**config.mk**
```make
export PLATFORM = sky130hd
export DESIGN_NAME = bp_axil_host_mmio
export DESIGN_NICKNAME = d
export VERILOG_FILES = /design/src/rtl/bp_axil_host_mmio.sv
export SDC_FILE = /design/constraint.sdc
export NUM_CORES = 1
export LEC_CHECK = 0
export BUFFER_PORTS_ARGS = -buffer_cell sky130_fd_sc_hd__buf_2
export CAP_MARGIN = 20
export CORE_UTILIZATION = 35
export CTS_CLUSTER_DIAMETER = 120
export CTS_CLUSTER_SIZE = 28
export DETAILED_ROUTE_END_ITERATION = 7
export PLACE_DENSITY = 0.69
export SLEW_MARGIN = 20
export SYNTH_ARGS = -nofsm -noshare
export SYNTH_HDL_FRONTEND = slang
export SYNTH_SLANG_ARGS = --single-unit
```
**constraint.sdc**
```tcl
create_clock -name clk_i -period 4.4 [get_ports clk_i]
set_clock_uncertainty 0.2 [all_clocks]
set_input_delay 0 -clock clk_i [delete_from_list [all_inputs] [get_ports clk_i]]
set_output_delay 0 -clock clk_i [all_outputs]
set_load 0.1 [all_outputs]
```
**src/rtl/bp_axil_host_mmio.sv**
```systemverilog
// AXI4-lite host MMIO slave: putchar FIFO, sticky finish flag/code, status register.
// Define BP_AXIL_HOST_MMIO_SCRATCH_EN to map a byte-maskable scratch register at offset 0x18.
module bp_axil_host_mmio #(
  parameter int axi_lite_addr_width_p = 32,
  parameter int axi_lite_data_width_p = 64,
  parameter int fifo_els_p            = 8
) (
  input  logic                               clk_i,
  input  logic                               reset_i,
  input  logic [axi_lite_addr_width_p-1:0]   s_axi_lite_awaddr_i,
  input  logic [2:0]                         s_axi_lite_awprot_i,
  input  logic                               s_axi_lite_awvalid_i,
  output logic                               s_axi_lite_awready_o,
  input  logic [axi_lite_data_width_p-1:0]   s_axi_lite_wdata_i,
  input  logic [axi_lite_data_width_p/8-1:0] s_axi_lite_wstrb_i,
  input  logic                               s_axi_lite_wvalid_i,
  output logic                               s_axi_lite_wready_o,
  output logic [1:0]                         s_axi_lite_bresp_o,
  output logic                               s_axi_lite_bvalid_o,
  input  logic                               s_axi_lite_bready_i,
  input  logic [axi_lite_addr_width_p-1:0]   s_axi_lite_araddr_i,
  input  logic [2:0]                         s_axi_lite_arprot_i,
  input  logic                               s_axi_lite_arvalid_i,
  output logic                               s_axi_lite_arready_o,
  output logic [axi_lite_data_width_p-1:0]   s_axi_lite_rdata_o,
  output logic [1:0]                         s_axi_lite_rresp_o,
  output logic                               s_axi_lite_rvalid_o,
  input  logic                               s_axi_lite_rready_i,
  output logic                               char_v_o,
  output logic [7:0]                         char_o,
  input  logic                               char_yumi_i,
  output logic                               finish_o,
  output logic [7:0]                         finish_code_o
);

  localparam int strb_w_lp = axi_lite_data_width_p / 8;
  localparam int ptr_w_lp  = (fifo_els_p > 1) ? $clog2(fifo_els_p) : 1;
  localparam int cnt_w_lp  = $clog2(fifo_els_p + 1);
  localparam logic [1:0] resp_okay_lp   = 2'b00;
  localparam logic [1:0] resp_slverr_lp = 2'b10;

  typedef enum logic {W_IDLE, W_RESP} w_state_e;
  typedef enum logic {R_IDLE, R_RESP} r_state_e;

  w_state_e w_state_q, w_state_d;
  r_state_e r_state_q, r_state_d;
  logic                             bvalid_q, bvalid_d;
  logic [1:0]                       bresp_q, bresp_d;
  logic                             rvalid_q, rvalid_d;
  logic [1:0]                       rresp_q, rresp_d;
  logic [axi_lite_data_width_p-1:0] rdata_q, rdata_d;
  logic                             finish_q, finish_d;
  logic [7:0]                       finish_code_q, finish_code_d;
  logic [7:0]                       fifo_mem_q [fifo_els_p];
  logic [ptr_w_lp-1:0]              wr_ptr_q, wr_ptr_d, rd_ptr_q, rd_ptr_d;
  logic [cnt_w_lp-1:0]              count_q, count_d;

  logic [7:0] waddr, raddr;
  logic       w_putchar, w_finish, w_scratch, w_mapped;
  logic       fifo_full, fifo_empty, w_accept, r_accept, enq, deq;
  logic       scratch_mapped;
  logic [axi_lite_data_width_p-1:0] scratch_rdata, status_rdata;

  // Only the low address byte decodes; prot and upper address bits are don't-care.
  logic unused_inputs;
  assign unused_inputs = ^{s_axi_lite_awprot_i, s_axi_lite_arprot_i,
                           s_axi_lite_awaddr_i, s_axi_lite_araddr_i,
                           s_axi_lite_wdata_i, s_axi_lite_wstrb_i};

  assign waddr      = s_axi_lite_awaddr_i[7:0];
  assign raddr      = s_axi_lite_araddr_i[7:0];
  assign w_putchar  = (waddr == 8'h00);
  assign w_finish   = (waddr == 8'h10);
  assign w_scratch  = scratch_mapped && (waddr == 8'h18);
  assign w_mapped   = w_putchar || w_finish || w_scratch;

  assign fifo_full  = (count_q == cnt_w_lp'(fifo_els_p));
  assign fifo_empty = (count_q == '0);

  // Fullness comes from the registered count, so a same-cycle pop cannot unblock a putchar.
  assign w_accept = (w_state_q == W_IDLE) && s_axi_lite_awvalid_i && s_axi_lite_wvalid_i
                    && !(w_putchar && fifo_full);
  assign r_accept = (r_state_q == R_IDLE) && s_axi_lite_arvalid_i;
  assign enq      = w_accept && w_putchar && s_axi_lite_wstrb_i[0];
  assign deq      = char_yumi_i && !fifo_empty;

`ifdef BP_AXIL_HOST_MMIO_SCRATCH_EN
  logic [axi_lite_data_width_p-1:0] scratch_q, scratch_d;
  logic                             scratch_we;

  assign scratch_mapped = 1'b1;
  assign scratch_we     = w_accept && w_scratch;
  assign scratch_rdata  = scratch_q;

  for (genvar gi = 0; gi < strb_w_lp; gi++) begin : g_scratch_byte
    assign scratch_d[gi*8 +: 8] = (scratch_we && s_axi_lite_wstrb_i[gi])
                                  ? s_axi_lite_wdata_i[gi*8 +: 8] : scratch_q[gi*8 +: 8];
  end

  always_ff @(posedge clk_i) begin
    if (reset_i) scratch_q <= '0;
    else         scratch_q <= scratch_d;
  end
`else
  assign scratch_mapped = 1'b0;
  assign scratch_rdata  = '0;
`endif

  always_comb begin
    status_rdata        = '0;
    status_rdata[15:8]  = finish_code_q;
    status_rdata[7]     = finish_q;
    status_rdata[4:0]   = 5'(count_q);
  end

  always_comb begin
    w_state_d     = w_state_q;
    bvalid_d      = bvalid_q;
    bresp_d       = bresp_q;
    finish_d      = finish_q;
    finish_code_d = finish_code_q;
    case (w_state_q)
      W_IDLE: begin
        if (w_accept) begin
          w_state_d = W_RESP;
          bvalid_d  = 1'b1;
          bresp_d   = w_mapped ? resp_okay_lp : resp_slverr_lp;
          if (w_finish) begin
            finish_d      = 1'b1;
            finish_code_d = s_axi_lite_wdata_i[7:0];
          end
        end
      end
      W_RESP: begin
        if (s_axi_lite_bready_i) begin
          w_state_d = W_IDLE;
          bvalid_d  = 1'b0;
        end
      end
      default: w_state_d = W_IDLE;
    endcase
  end

  // Read data is captured from current state, so a colliding write is not yet visible.
  always_comb begin
    r_state_d = r_state_q;
    rvalid_d  = rvalid_q;
    rresp_d   = rresp_q;
    rdata_d   = rdata_q;
    case (r_state_q)
      R_IDLE: begin
        if (r_accept) begin
          r_state_d = R_RESP;
          rvalid_d  = 1'b1;
          rresp_d   = resp_okay_lp;
          if (raddr == 8'h08) begin
            rdata_d = status_rdata;
          end else if (scratch_mapped && (raddr == 8'h18)) begin
            rdata_d = scratch_rdata;
          end else begin
            rdata_d = '0;
            rresp_d = resp_slverr_lp;
          end
        end
      end
      R_RESP: begin
        if (s_axi_lite_rready_i) begin
          r_state_d = R_IDLE;
          rvalid_d  = 1'b0;
        end
      end
      default: r_state_d = R_IDLE;
    endcase
  end

  always_comb begin
    wr_ptr_d = wr_ptr_q + ptr_w_lp'(enq);
    rd_ptr_d = rd_ptr_q + ptr_w_lp'(deq);
    count_d  = count_q + cnt_w_lp'(enq) - cnt_w_lp'(deq);
  end

  always_ff @(posedge clk_i) begin
    if (enq) fifo_mem_q[wr_ptr_q] <= s_axi_lite_wdata_i[7:0];
  end

  always_ff @(posedge clk_i) begin
    if (reset_i) begin
      w_state_q     <= W_IDLE;
      r_state_q     <= R_IDLE;
      bvalid_q      <= 1'b0;
      bresp_q       <= 2'b00;
      rvalid_q      <= 1'b0;
      rresp_q       <= 2'b00;
      rdata_q       <= '0;
      finish_q      <= 1'b0;
      finish_code_q <= 8'h00;
      wr_ptr_q      <= '0;
      rd_ptr_q      <= '0;
      count_q       <= '0;
    end else begin
      w_state_q     <= w_state_d;
      r_state_q     <= r_state_d;
      bvalid_q      <= bvalid_d;
      bresp_q       <= bresp_d;
      rvalid_q      <= rvalid_d;
      rresp_q       <= rresp_d;
      rdata_q       <= rdata_d;
      finish_q      <= finish_d;
      finish_code_q <= finish_code_d;
      wr_ptr_q      <= wr_ptr_d;
      rd_ptr_q      <= rd_ptr_d;
      count_q       <= count_d;
    end
  end

  assign s_axi_lite_awready_o = w_accept;
  assign s_axi_lite_wready_o  = w_accept;
  assign s_axi_lite_bvalid_o  = bvalid_q;
  assign s_axi_lite_bresp_o   = bresp_q;
  assign s_axi_lite_arready_o = (r_state_q == R_IDLE);
  assign s_axi_lite_rvalid_o  = rvalid_q;
  assign s_axi_lite_rresp_o   = rresp_q;
  assign s_axi_lite_rdata_o   = rdata_q;
  assign char_v_o             = !fifo_empty;
  assign char_o               = fifo_empty ? 8'h00 : fifo_mem_q[rd_ptr_q];
  assign finish_o             = finish_q;
  assign finish_code_o        = finish_code_q;

endmodule

```
==> flow_metrics.env <==
export IMPL_outcome="complete, no violations"
export IMPL_netlist_instances=318
export IMPL_utilization_pct=43.3
export IMPL_cp_common_cell="ha_1"
export IMPL_drt_wl_total_mm=8.59
export IMPL_start_util_pct=35.9
export IMPL_clock_latency_ps=340
export IMPL_end_kind="flip-flop"
export IMPL_ys_flop_type="edfxtp_1"
export IMPL_ctsHoldBuffers=27
export IMPL_gr_usage_all_layers_pct=13.5
export IMPL_cts_clk_slew_worst_paths_ps=70
export IMPL_min_path_type="input port to flip-flop"
export IMPL_drt_pass1_iter_count=4
export IMPL_layout_drive_gt1_share_pct=31.1
export IMPL_max_stage_delay_ps=390
export IMPL_vias=2697
export IMPL_yosysTopAreaCellShare_pct=42.5
export IMPL_port_buffers=70
export IMPL_drt_iter0_drc=111
export IMPL_synth_xor_area_share_pct=0.581
export IMPL_power_density_nw_per_um2=554
export IMPL_ys_top_cells_by_area="edfxtp_1 42%, dfxtp_1 17%, buf_4 9.3%"
export IMPL_worstMarginPinSlew_ps=894
export IMPL_syn_area_sq_um=4530
export IMPL_synthAdderAreaFrac_pct=3.21
export IMPL_cp_start_kind="flip-flop"
export IMPL_synth_area_per_cell_sq_um=14.2
export IMPL_regToRegSetupSlack_ps=1450
export IMPL_grt_pass1_wl_mm=13.2
export IMPL_yosys_area_share_simple_pct=9.59
export IMPL_core_sq_um=12600
export IMPL_switching_share_pct=41.6
export IMPL_p_int_mw=1.77
export IMPL_slowest_stage="or2_2"
export IMPL_via_per_inst=4.52
export IMPL_p_clk_share_pct=26.5
export IMPL_hold_path_depth=4
export IMPL_gp_congestion=0.735
export IMPL_cts_tree="built"
export IMPL_cts_sinks=102
export IMPL_dpl_hpwl_mm=5.49
export IMPL_worstSetupPathType="flip-flop to flip-flop"
export IMPL_cp_depth=11
export IMPL_finalHoldViolCount=0
export IMPL_timing_slew_headroom_pct=40.2
export IMPL_pwr_share_comb_pct=37.6
export IMPL_antenna_found_initial=0
export IMPL_max_clock_freq_mhz=339
export IMPL_r2r_cells=11
export IMPL_ys_top_cells_by_count="64 x edfxtp_1, 56 x buf_4, 38 x dfxtp_1, 19 x nand2b_1, 16 x mux4_2"
export IMPL_irDropWorstVdd_uv=227
export IMPL_die_y_microns=116
export IMPL_yosysSeqAreaShare_pct=59.3
export IMPL_critPathRequiredTime_ps=4440
export IMPL_cp_data_arrival_time_ps=2990
export IMPL_fin_crit_sh_pct=67.1
export IMPL_antenna_cells=0
export IMPL_crit_family="simple AND/OR/NAND/NOR gates"
export IMPL_async_reset_ff_share_pct=0
export IMPL_post_synth_top_count_cell="edfxtp_1"
export IMPL_maxSlewViolCount=0
export IMPL_ctsLongestPathBuffers=2
export IMPL_finalCriticalPeriod_ps=2950
export IMPL_synth_largest_area_cell="edfxtp_1"
export IMPL_synth_top_family_by_area="buffers and inverters"
export IMPL_hold_ws_ps=10.5
export IMPL_die_x_microns=116
export IMPL_cp_buffers_inverters=2
export IMPL_cp_max_fo=10
export IMPL_cts_buffers=9
export IMPL_root_buffer="clkbuf_16"
export IMPL_finalNetCount=581
export IMPL_synth_cell_type_count=43
export IMPL_p_leak_nw=2.17
export IMPL_die_area_sq_um=13400
export IMPL_post_route_drc_count=0
export IMPL_switchingPower_mw=1.26
export IMPL_synth_edff_count=64
export IMPL_ys_seq_elements=102
export IMPL_row_count=41
export IMPL_post_cts_resized=0
export IMPL_pin_count=241
export IMPL_drv_cap=0
export IMPL_pwr_share_seq_pct=35.9
export IMPL_drt_antenna_violating_nets=0
export IMPL_setup_viol=0
export IMPL_setup_tns_final_ps=0
export IMPL_wl_per_cell_microns=14.4
export IMPL_areaGrowthSynthToFinish_pct=20.6
export IMPL_synth_mux_area_share_pct=9.98
export IMPL_htree_levels=3
export IMPL_rsz0062_at_grt="false"
export IMPL_grt_pass1_vias=2632
export IMPL_overflow=0
export IMPL_synth_compound_area_share_pct=6.08
export IMPL_crit_path_cell_trace="inv_1 -> ha_1 -> or3b_2 -> nand4_2 -> or2_2 -> ha_1 -> inv_1 -> ha_1 -> a21o_1 -> a21oi_1 -> mux2_2"
export IMPL_grt_max_degree=37
export IMPL_synth_warnings=0
export IMPL_post_cts_buffers=0
==> area by class of cell <==
cell class                 count  area [sq um]
clock inverter                 7          82.6
inverter                       9          33.8
sequential                   102          2680
multi-input combinational    192          1530
clock buffer                   9           225
tap                          172           215
timing repair buffer         106           688
fill                        1166          7160
==> layer usage <==
layer  global-route usage (%)  part of all wire (%)  vias up
met3                     3.97                   5.5        6
met5                        0                     0        -
met1                     17.2                    47     1323
met4                     4.44                  0.99        0
met2                     22.1                    47      103
li1                         -                     -     1265
==> logic make-up (layout without fill, tap and decap cells) <==
logic type               Yosys count  after routing
buffers and inverters             76            131
other                              1             53
XOR/XNOR                           3              3
AND/OR/NAND/NOR                   67             67
flip-flops                       102            102
AO/OA/AOI/OAI                     33             33
multiplexers                      25             25
adder cells (fa/ha/maj)           11             11
==> flip-flops by register name, indices dropped and copies added (netlist names) <==
register and count:
count_q 4, fifo_mem_q 64, finish_code_o 8, finish_o 1
r_state_q 1, rd_ptr_q 3, s_axi_lite_bresp_o 1, s_axi_lite_bvalid_o 1
s_axi_lite_rdata_o 13, s_axi_lite_rresp_o 1, s_axi_lite_rvalid_o 1, w_state_q 1
wr_ptr_q 3
==> power by group through the flow <==
| stage | combinational, mW | clock (mW) | sequential, mW |
|---|---|---|---|
| floorplan | 1.01 | 0 | 1.11 |
| global placement | 1.11 | 0 | 1.11 |
| detailed placement | 1.12 | 0 | 1.11 |
| CTS | 1.14 | 0.819 | 1.09 |
| global route | 1.20 | 0.856 | 1.09 |
| finish | 1.14 | 0.803 | 1.09 |
==> path summary, 6_finish.rpt <==
check                                      startpoint                                   to
hold / removal                 s_axi_lite_araddr_i[1]  s_axi_lite_rdata_o[15]$_SDFFE_PP0P_
setup / recovery                count_q[2]$_SDFF_PP0_                count_q[3]$_SDFF_PP0_
setup reg to reg                count_q[2]$_SDFF_PP0_                count_q[3]$_SDFF_PP0_
hold reg to reg   s_axi_lite_rdata_o[13]$_SDFFE_PP0P_  s_axi_lite_rdata_o[13]$_SDFFE_PP0P_
==> layout by cell type (no fill, tap or decap), types with 2 or more instances in the layout <==
cell / synthesis / layout
dlygate4sd3_1: 0 / 27
nand2b_1: 19 / 19
nor2b_1: 10 / 10
a21oi_1: 4 / 4
a22o_2: 10 / 10
nor2_1: 11 / 11
nor4_1: 8 / 8
buf_2: 3 / 70
conb_1: 1 / 53
xnor2_1: 2 / 2
nand2_1: 2 / 2
clkbuf_16: 0 / 9
mux2i_1: 8 / 8
buf_4: 56 / 9
mux4_2: 16 / 16
edfxtp_1: 64 / 64
clkinv_4: 0 / 2
inv_1: 9 / 9
or2_2: 2 / 2
o21ai_0: 2 / 2
dfxtp_1: 38 / 38
clkinvlp_4: 0 / 2
a21o_1: 2 / 2
o21ba_2: 2 / 2
ha_1: 10 / 10
a22o_1: 11 / 11
nor3_1: 3 / 3
==> metrics by stage <==
stage | cells | area [sq um] | power (mW) | setup slack (ps)
finish | 597 | 5460 | 3.03 | 1450
global route | 597 | 5460 | 3.15 | 1290
CTS | 597 | 5460 | 3.05 | 1450
detailed placement | 554 | 4880 | 2.23 | 1470
global placement | 554 | 4880 | 2.22 | 1520
floorplan | 370 | 4720 | 2.11 | 1350
==> worst min-delay path, stage by stage <==
cell and delay [ps]:
buf_2 70, or4_1 150, nor4_4 100, a22o_1 180
No activity file was read; power rests on OpenSTA's default activity.
